==> src/rtl/otl_cfg_pkg.sv <==
// rtl/otl_cfg_pkg.sv - shared helpers for OTL configuration register files
//
// Purpose : strobe-width and strobe/mask merge helpers, shared with the bus
//           adapters that build write strobes for these register files.
// Ports   : none (package).

package otl_cfg_pkg;

   // Widest register any user of mask_merge may pass; callers zero-extend
   // their operands to this width and take the low DATAW bits of the result.
   localparam int CFG_MAXW = 256;

   function automatic int strb_width(input int dataw);
      return dataw / 8;
   endfunction

   // A bit takes new_val only when its byte strobe is set and it is writable.
   function automatic logic [CFG_MAXW-1:0] mask_merge(
      input logic [CFG_MAXW-1:0]   old_val,
      input logic [CFG_MAXW-1:0]   new_val,
      input logic [CFG_MAXW/8-1:0] strb,
      input logic [CFG_MAXW-1:0]   wrmask
   );
      logic [CFG_MAXW-1:0] m;
      for (int b = 0; b < CFG_MAXW / 8; b++) begin
         m[b*8 +: 8] = {8{strb[b]}} & wrmask[b*8 +: 8];
      end
      return (old_val & ~m) | (new_val & m);
   endfunction

endpackage

==> src/rtl/otl_cfg_reg.sv <==
// rtl/otl_cfg_reg.sv - one configuration register with strobe/mask merge
//
// Purpose : holds one register; loads RSTVAL on reset, merges host writes
//           through byte strobes and the writable-bit mask, and pulses upd_o
//           for one cycle after every accepted write with any strobe set.
// Ports   : clk, reset_n     clock, asynchronous active-low reset
//           we_i            write enable (address already decoded, in range)
//           wrdata_i        write data
//           wrstrb_i        byte enables
//           q_o             current register contents
//           upd_o           one-cycle update pulse

module otl_cfg_reg
   import otl_cfg_pkg::*;
#(
   parameter int               DATAW  = 32,
   parameter logic [DATAW-1:0] RSTVAL = '0,
   parameter logic [DATAW-1:0] WRMASK = '1
) (
   input  logic                        clk,
   input  logic                        reset_n,
   input  logic                        we_i,
   input  logic [DATAW-1:0]            wrdata_i,
   input  logic [strb_width(DATAW)-1:0] wrstrb_i,
   output logic [DATAW-1:0]            q_o,
   output logic                        upd_o
);

   logic [DATAW-1:0]    reg_q, reg_d;
   logic                upd_q, upd_d;
   logic [CFG_MAXW-1:0] merged;

   always_comb begin
      merged = mask_merge(CFG_MAXW'(reg_q), CFG_MAXW'(wrdata_i),
                          (CFG_MAXW/8)'(wrstrb_i), CFG_MAXW'(WRMASK));
      reg_d  = reg_q;
      upd_d  = 1'b0;
      // A write with all strobes clear is accepted but is not an update.
      if (we_i && (|wrstrb_i)) begin
         reg_d = merged[DATAW-1:0];
         upd_d = 1'b1;
      end
   end

   always_ff @(posedge clk or negedge reset_n) begin
      if (!reset_n) begin
         reg_q <= RSTVAL;
         upd_q <= 1'b0;
      end else begin
         reg_q <= reg_d;
         upd_q <= upd_d;
      end
   end

   assign q_o   = reg_q;
   assign upd_o = upd_q;

endmodule

==> src/rtl/otl_cfg_regfile.sv <==
// rtl/otl_cfg_regfile.sv - parametrised OTL configuration register file
//
// Purpose : DEPTH host-writable registers with byte strobes and per-bit write
//           masks, a one-deep registered read response channel, out-of-range
//           error reporting, and a flat live view of all registers.
// Ports   : clk, reset_n                  clock, asynchronous active-low reset
//           wraddr/wrdata/wrstrb/wrvalid  write channel (always ready)
//           wrready, wrerr                write accept, out-of-range pulse
//           rqaddr/rqvalid/rqready        read request channel
//           rddata/rderr/rdvalid/rdready  read response channel
//           mem_expose                    flat register contents
//           upd                           per-register update pulses

module otl_cfg_regfile
   import otl_cfg_pkg::*;
#(
   parameter int                     DATAW  = 32,
   parameter int                     ADDRW  = 4,
   parameter int                     DEPTH  = 16,
   parameter logic [DEPTH*DATAW-1:0] RSTVAL = '0,
   parameter logic [DEPTH*DATAW-1:0] WRMASK = '1
) (
   input  logic                         clk,
   input  logic                         reset_n,
   input  logic [ADDRW-1:0]             wraddr,
   input  logic [DATAW-1:0]             wrdata,
   input  logic [strb_width(DATAW)-1:0] wrstrb,
   input  logic                         wrvalid,
   output logic                         wrready,
   output logic                         wrerr,
   input  logic [ADDRW-1:0]             rqaddr,
   input  logic                         rqvalid,
   output logic                         rqready,
   output logic [DATAW-1:0]             rddata,
   output logic                         rderr,
   output logic                         rdvalid,
   input  logic                         rdready,
   output logic [DEPTH*DATAW-1:0]       mem_expose,
   output logic [DEPTH-1:0]             upd
);

   // One extra bit so DEPTH == 2**ADDRW is representable.
   localparam logic [ADDRW:0] DEPTH_W = (ADDRW + 1)'(DEPTH);

   logic [DATAW-1:0] reg_val [DEPTH];
   logic             wr_in_range, rd_in_range, rq_fire;
   logic [DATAW-1:0] rd_mux;

   logic             rdvalid_q, rdvalid_d;
   logic             rderr_q,   rderr_d;
   logic [DATAW-1:0] rddata_q,  rddata_d;
   logic             wrerr_q,   wrerr_d;

   assign wr_in_range = ({1'b0, wraddr} < DEPTH_W);
   assign rd_in_range = ({1'b0, rqaddr} < DEPTH_W);

   for (genvar gi = 0; gi < DEPTH; gi++) begin : g_reg
      otl_cfg_reg #(
         .DATAW  (DATAW),
         .RSTVAL (RSTVAL[gi*DATAW +: DATAW]),
         .WRMASK (WRMASK[gi*DATAW +: DATAW])
      ) u_reg (
         .clk      (clk),
         .reset_n  (reset_n),
         .we_i     (wrvalid && wr_in_range && (wraddr == ADDRW'(gi))),
         .wrdata_i (wrdata),
         .wrstrb_i (wrstrb),
         .q_o      (reg_val[gi]),
         .upd_o    (upd[gi])
      );
      assign mem_expose[gi*DATAW +: DATAW] = reg_val[gi];
   end

   // Out-of-range addresses match no register, so they read as zero.
   always_comb begin
      rd_mux = '0;
      for (int i = 0; i < DEPTH; i++) begin
         if (rqaddr == ADDRW'(i)) rd_mux = reg_val[i];
      end
   end

   // A held response blocks new requests; a retiring one lets the next in.
   assign rqready = !rdvalid_q || rdready;
   assign rq_fire = rqvalid && rqready;

   always_comb begin
      rdvalid_d = rdvalid_q;
      rderr_d   = rderr_q;
      rddata_d  = rddata_q;
      wrerr_d   = wrvalid && !wr_in_range;
      if (rq_fire) begin
         rdvalid_d = 1'b1;
         rddata_d  = rd_mux;
         rderr_d   = !rd_in_range;
      end else if (rdready) begin
         rdvalid_d = 1'b0;
      end
   end

   always_ff @(posedge clk or negedge reset_n) begin
      if (!reset_n) begin
         rdvalid_q <= 1'b0;
         rderr_q   <= 1'b0;
         rddata_q  <= '0;
         wrerr_q   <= 1'b0;
      end else begin
         rdvalid_q <= rdvalid_d;
         rderr_q   <= rderr_d;
         rddata_q  <= rddata_d;
         wrerr_q   <= wrerr_d;
      end
   end

   assign wrready = 1'b1;
   assign wrerr   = wrerr_q;
   assign rdvalid = rdvalid_q;
   assign rderr   = rderr_q;
   assign rddata  = rddata_q;

endmodule

==> config.mk <==
export PLATFORM = sky130hd
export DESIGN_NAME = otl_cfg_regfile
export DESIGN_NICKNAME = d
export VERILOG_FILES = /design/src/rtl/otl_cfg_pkg.sv /design/src/rtl/otl_cfg_reg.sv /design/src/rtl/otl_cfg_regfile.sv
export SDC_FILE = /design/constraint.sdc
export NUM_CORES = 1
export LEC_CHECK = 0
export BUFFER_PORTS_ARGS = -buffer_cell sky130_fd_sc_hd__buf_2
export CELL_PAD_IN_SITES_DETAIL_PLACEMENT = 1
export CELL_PAD_IN_SITES_GLOBAL_PLACEMENT = 2
export CORE_MARGIN = 2
export CORE_UTILIZATION = 39
export DETAILED_ROUTE_END_ITERATION = 8
export PLACE_DENSITY_LB_ADDON = 0.1
export SLEW_MARGIN = 20
export SYNTH_ARGS = -nofsm -noshare
export SYNTH_HDL_FRONTEND = slang
export SYNTH_HIERARCHICAL = 1
export SYNTH_SLANG_ARGS = --single-unit
==> constraint.sdc <==
create_clock -name clk -period 4.5 [get_ports clk]
set_input_delay 0.675 -clock clk [delete_from_list [all_inputs] [get_ports clk]]
set_output_delay 0.675 -clock clk [all_outputs]
set_load 0.01 [all_outputs]
==> flow_summary.json, run 1 <==
{
  "fin_crit_sh_pct": 62.7,
  "sw_frac_of_total_pct": 32.4,
  "dieHeight_um": 262,
  "seqPwrFrac_pct": 43.1,
  "clkSlewWorstSetupHoldPaths_ps": 60,
  "numPortBuffers": 610,
  "die_w_um": 262,
  "rsz0062_at_grt": "no",
  "io-pin-count": 614,
  "fin_nets": 2612,
  "drv_cap": 0,
  "clock_latency_ps": 610,
  "pwr-share-clk_pct": 34.4,
  "drv_slew": 0,
  "cts_resized": 0,
  "reg2reg_setup_slack_ps": 2360,
  "synth_edf_count": 0,
  "start_util_pct": 39.4,
  "clock-sinks": 561,
  "core-area_mm2": 0.0659,
  "clock_skew_ps": 18.7,
  "cts_setup_buffers": 0,
  "r2r-start": "rdvalid$_DFFE_PN0P_",
  "p_switching_mw": 5.29,
  "status": "complete, no violations",
  "ys.flop_type": "dfrtp_1",
  "num_rows": 94,
  "grt_start_max_net_pins": 108,
  "viasPerCell": 6.00,
  "synth.ff_latch_count": 561,
  "dieArea_mm2": 0.0686,
  "fill_cells": 6982,
  "routed_wl_um": 119000,
  "netlist_area_mm2": 0.0260,
  "root_buffer": "clkbuf_16",
  "firstDrtPassIters": 5,
  "yosysSeqAreaShare_pct": 54.1,
  "antenna_left": 0,
  "ys_types": 59,
  "vias": 20900,
  "min_path_type": "in -> async",
  "async_flop_share_pct": 100,
  "report.final.setup_viol": 0,
  "first_iter_violations": 1791,
  "critPathKind": "in -> reg",
  "max_freq_mhz": 354,
  "cp.arrival_ps": 3320,
  "grt_usage_pct": 33.9,
  "layout_common_cells": "607 x buf_2, 561 x dfrtp_1, 537 x mux2_2, 100 x o21ai_0, 78 x mux2i_1",
  "wl_per_cell_um": 34.1,
  "critPathCaptureType": "flip-flop",
  "dpl_cell_area_mm2": 0.0299,
  "pwr_density_cell_mw_per_mm2": 507,
  "grt_pass1_wl_um": 164000,
  "synth_cells": 1954,
  "worstPathRequired_ps": 5000,
  "hold_violations": 0,
  "drc": 0,
  "startpoint_type": "input pin",
  "h-tree-depth": 3,
  "fin_tns_setup_ps": 0,
  "synth-warning-count": 6,
  "whs_ps": 125,
  "drive_gt1_share_pct": 54.0,
  "gr-total-overflow": 0,
  "fin_util_pct": 48.8,
  "gp_congestion": 0.876,
  "first_global_vias": 21300,
  "final_common_cell": "buf_2",
  "relSlewSlack_pct": 22.5,
  "p_leak_nw": 15.8,
  "final.min_clock_period_ps": 2820,
  "combPwrFrac_pct": 22.6,
  "rr_worst_depth": 5,
  "cts_tree": "yes",
  "p_int_mw": 11.0,
  "final_cell_area_mm2": 0.0322,
  "clock_path_buffers": 3,
  "rr_endpoint": "rddata[1]$_DFFE_PN0P_",
  "syn_area_per_cell_um2": 13.3,
  "worstPathMaxFanout": 22,
  "postCtsHoldBufs": 0,
  "dp.final_hpwl_um": 82100,
  "antenna_found_initial": 7,
  "area_growth_pct": 24.0,
  "cts-buffers-inserted": 67,
  "tightestPinTransition_ps": 1160,
  "ir_worst_vdd_v": 0.000286
}
per-stage QoR:
step,total power [mW],instances,setup WS [ps]
floorplan,8.57,1955,2290
global placement,10.7,3358,1260
detailed placement,10.8,3358,1170
CTS,16.4,3477,1820
global route,16.9,3478,1630
finish,16.3,3480,1680
routing by layer:
layer / track usage (%) / up-vias / share of wire (%)
li1: - / 8578 / -
met2: 53.1 / 1007 / 46
met5: 0 / - / 0.036
met3: 9.07 / 223 / 8.4
met4: 15.3 / 6 / 4.7
met1: 44.2 / 11100 / 41
synthesized netlist by cell type (23+ instances only):
master	instances	share of area, %
dfrtp_1	561	54
mux2_2	537	23
o21ai_0	100	1.9
mux2i_1	78	3.0
nor2_1	73	1.1
nand2_2	64	1.5
o22ai_1	56	1.3
a21oi_1	51	0.98
clkbuf_1	43	0.62
nand2_1	43	0.62
buf_4	29	0.84
buf_2	25	0.48
o21a_1	24	0.69
a221o_1	23	0.89
o221ai_1	23	0.78
power by group through the flow:
| stage | Combinational, mW | Clock (mW) | Sequential, mW |
|---|---|---|---|
| 2_1_floorplan | 1.42 | 0 | 7.15 |
| 3_3_place_gp | 3.61 | 0 | 7.05 |
| 3_5_place_dp | 3.69 | 0 | 7.08 |
| 4_1_cts | 3.70 | 5.70 | 7.00 |
| 5_1_grt | 3.93 | 5.90 | 7.12 |
| 6_report | 3.68 | 5.61 | 7.03 |
cells by family (layout without fill, tap and decap cells):
group / count (synthesis) / in the layout / synth area share (%)
AO/OA/AOI/OAI: 393 / 393 / 10.4
buffers and inverters: 118 / 776 / 2.42
flip-flops: 561 / 561 / 54.1
multiplexers: 634 / 634 / 28.0
other: 2 / 6 / 0.0289
AND/OR/NAND/NOR: 246 / 246 / 5.05
how the worst max path moves through the flow:
| stage | start | to | slack [ps] |
|---|---|---|---|
| floorplan | rqaddr[1] | rddata[31]$_DFFE_PN0P_ | 2290 |
| global placement | rqaddr[3] | rddata[29]$_DFFE_PN0P_ | 1260 |
| detailed placement | rqaddr[2] | rddata[1]$_DFFE_PN0P_ | 1170 |
| CTS | rqaddr[2] | rddata[1]$_DFFE_PN0P_ | 1820 |
| global route | rqaddr[2] | rddata[1]$_DFFE_PN0P_ | 1630 |
| finish | rqaddr[2] | rddata[1]$_DFFE_PN0P_ | 1680 |
worst max-delay path, stage by stage:
cell,delay [ps]
buf_2,400
buf_4,460
nand2_1,440
nor2_1,720
a221o_1,270
nor4_1,50
a311oi_1,280
area by class of cell:
| cell class | count | area [um2] | share of cell area [%] |
|---|---|---|---|
| clock buffer | 99 | 1980 | 6.15 |
| timing repair buffer | 646 | 3430 | 10.7 |
| inverter | 11 | 41.3 | 0.128 |
| tap | 864 | 1080 | 3.36 |
| antenna | 3 | 7.51 | 0.0233 |
| multi-input combinational | 1276 | 11300 | 35.2 |
| clock inverter | 20 | 265 | 0.825 |
| sequential | 561 | 14000 | 43.6 |
Note: power is estimated with default switching activity, not from simulation.
==> run 2: changes to the inputs <==
--- a/config.mk
+++ b/config.mk
@@ -5,11 +5,12 @@
 export SDC_FILE = /design/constraint.sdc
 export NUM_CORES = 1
 export LEC_CHECK = 0
+export ABC_AREA = 1
 export BUFFER_PORTS_ARGS = -buffer_cell sky130_fd_sc_hd__buf_2
 export CELL_PAD_IN_SITES_DETAIL_PLACEMENT = 1
 export CELL_PAD_IN_SITES_GLOBAL_PLACEMENT = 2
 export CORE_MARGIN = 2
-export CORE_UTILIZATION = 39
+export CORE_UTILIZATION = 33
 export DETAILED_ROUTE_END_ITERATION = 8
 export PLACE_DENSITY_LB_ADDON = 0.1
 export SLEW_MARGIN = 20
==> constraint.sdc (replaced) <==
create_clock -name clk -period 2.9 [get_ports clk]
set_input_delay 0.435 -clock clk [delete_from_list [all_inputs] [get_ports clk]]
set_output_delay 0.435 -clock clk [all_outputs]
set_load 0.01 [all_outputs]
==> run 2 against run 1 <==
Clock skew fell by 4.4 ps. Sequential share of layout area fell by 4.0 points. Wire length rose by 16%. Count of clock-buffer cells in the layout rose by 13. Clock power rose by 62%. Sequential cell count did not move. Critical path type is now reg -> reg.
==> flow_summary.json, run 2 <==
{
  "startpoint_type": "flip-flop",
  "drv_slew": 0,
  "area_growth_pct": 19.7,
  "drc": 0,
  "cts_resized": 0,
  "synth_cells": 3477,
  "p_int_mw": 16.5,
  "clock_path_buffers": 3,
  "vias": 28400,
  "ir_worst_vdd_v": 0.000388,
  "core-area_mm2": 0.0886,
  "h-tree-depth": 3,
  "hold_violations": 0,
  "viasPerCell": 5.44,
  "seqPwrFrac_pct": 44.0,
  "ys_types": 23,
  "drv_cap": 0,
  "synth_area_leaders": "dfrtp_1 47%, nand2_1 18%, nand4_1 13%",
  "dieHeight_um": 304,
  "routed_wl_um": 138000,
  "final.min_clock_period_ps": 2030,
  "multi_input_area_mm2": 0.0131,
  "max_freq_mhz": 492,
  "io-pin-count": 614,
  "die_w_um": 304,
  "worstPathMaxFanout": 3,
  "rsz0062_at_grt": "no",
  "cts_tree": "yes",
  "clock-sinks": 561,
  "sw_frac_of_total_pct": 35.0,
  "pwr-share-clk_pct": 35.9,
  "fin_nets": 4053,
  "worstPathRequired_ps": 3410,
  "fin_tns_setup_ps": 0,
  "synth.ff_latch_count": 561,
  "layout_common_cells": "1440 x nand2_1, 608 x nand4_1, 605 x buf_2, 561 x dfrtp_1, 206 x nor2_1",
  "first_iter_violations": 1965,
  "firstDrtPassIters": 5,
  "syn_area_per_cell_um2": 8.52,
  "clkSlewWorstSetupHoldPaths_ps": 60,
  "whs_ps": 131,
  "dieArea_mm2": 0.0922,
  "num_rows": 109,
  "synth_top_area_share_pct": 47.4,
  "min_path_type": "in -> reg",
  "gp_congestion": 0.885,
  "fin_crit_sh_pct": 70.1,
  "relSlewSlack_pct": 44.0,
  "grt_pass1_wl_um": 205000,
  "synth-warning-count": 6,
  "grt_start_max_net_pins": 74,
  "tightestPinTransition_ps": 837,
  "status": "complete, no violations",
  "yosysMostFrequentCell": "nand2_1",
  "root_buffer": "clkbuf_16",
  "antenna_found_initial": 6,
  "synth_top_area_cell": "dfrtp_1",
  "synth_commonest_cells": "1441 x nand2_1, 608 x nand4_1, 561 x dfrtp_1",
  "final_common_cell": "nand2_1",
  "numPortBuffers": 610,
  "cts-buffers-inserted": 71,
  "clock_latency_ps": 620,
  "drive_gt1_share_pct": 23.3,
  "critPathCaptureType": "flip-flop",
  "synth_edf_count": 0,
  "ys.flop_type": "dfrtp_1",
  "netlist_area_mm2": 0.0296,
  "clock_skew_ps": 14.3,
  "p_leak_nw": 18.3,
  "first_global_vias": 29500,
  "yosysSeqAreaShare_pct": 47.4,
  "wl_per_cell_um": 26.3,
  "grt_usage_pct": 29.5,
  "fill_cells": 10700,
  "layout.area.seq_mm2": 0.0140,
  "critPathKind": "reg -> reg",
  "dp.final_hpwl_um": 103000,
  "gr-total-overflow": 0,
  "p_switching_mw": 8.89,
  "pwr_density_cell_mw_per_mm2": 716,
  "async_flop_share_pct": 100,
  "antenna_left": 0,
  "combPwrFrac_pct": 20.2,
  "report.final.setup_viol": 0,
  "start_util_pct": 33.4,
  "cp.arrival_ps": 2540
}
## run 2: power groups by stage
stage	clock, mW	combinational, mW	sequential (mW)
after floorplan	0	1.92	11.0
after global placement	0	5.08	11.3
after detailed placement	0	5.21	11.3
after CTS	9.29	5.22	11.2
after global routing	9.56	5.67	11.3
final	9.10	5.12	11.2
## run 2: through the flow
step / setup WS (ps) / utilization (%) / instance area [um2] / power, mW / instances
2_1_floorplan: 1220 / - / 29600 / 12.9 / 3478
3_5_place_dp: 325 / 37.3 / 33100 / 16.5 / 5095
5_1_grt: 713 / 40.0 / 35500 / 26.5 / 5222
4_1_cts: 797 / 40.0 / 35400 / 25.7 / 5221
6_report: 868 / 40.0 / 35500 / 25.4 / 5225
3_3_place_gp: 352 / 37.3 / 33100 / 16.4 / 5095
## run 2: path summary, 6_finish.rpt
check	startpoint	end	slack, ps	cells past startpoint
min in group asynchronous	reset_n	asynchronous set/reset pin	360	2
worst max-delay path	flip-flop	rddata[19]$_DFFE_PN0P_	870	10
worst min-delay path	rdready	rdvalid$_DFFE_PN0P_	130	4
max in group asynchronous	reset_n	g_reg[13].u_reg/upd_o$_DFF_PN0_	1460	3
worst min register to register	rddata[10]$_DFFE_PN0P_	rddata[10]$_DFFE_PN0P_	480	2
worst max register to register	flip-flop	rddata[19]$_DFFE_PN0P_	870	10
## run 2: worst max-delay path: stages, from the launching register on
cell and delay (ps):
dfrtp_1 520, nand3_1 320, nand4_1 210, nor2_1 130, nand4_1 120, nor2_1 190
nand4_1 130, nor2_1 120, nand3_1 80, nand2_1 70, nand2_1 40
## run 2: routing by layer
| layer | GRT usage [%] | share of wire (%) | vias to the layer above | routed length, um |
|---|---|---|---|---|
| li1 | - | - | 12800 | - |
| met1 | 37.8 | 42 | 14500 | 58100 |
| met2 | 50.5 | 49 | 770 | 68100 |
| met3 | 3.69 | 3.8 | 240 | 5250 |
| met4 | 12.1 | 4.5 | 2 | 6230 |
| met5 | 0 | 0.0073 | - | 10 |
## run 2: repair_timing
action | in CTS | in global routing
hold buffers | 1 | 0
setup buffers | 0 | 0
endpoints found under the hold margin | 41 | 0
## run 2: layout make-up
cell class                      instances  area share, %
Antenna cell                            4         0.0282
Clock buffer                          112           6.19
Clock inverter                         13          0.434
Inverter                               92          0.974
Multi-Input combinational cell       2584           36.8
Sequential cell                       561           39.6
Tap cell                             1165           4.11
Timing Repair Buffer                  694           11.8
## run 2: logic make-up (layout without fill, tap and decap cells)
| family | count (synthesis) | in the layout | synth area share (%) |
|---|---|---|---|
| flip-flops | 561 | 561 | 47.4 |
| buffers and inverters | 333 | 911 | 9.04 |
| AND/OR/NAND/NOR | 2503 | 2503 | 42.1 |
| other | 2 | 7 | 0.0253 |
| AO/OA/AOI/OAI | 78 | 78 | 1.45 |
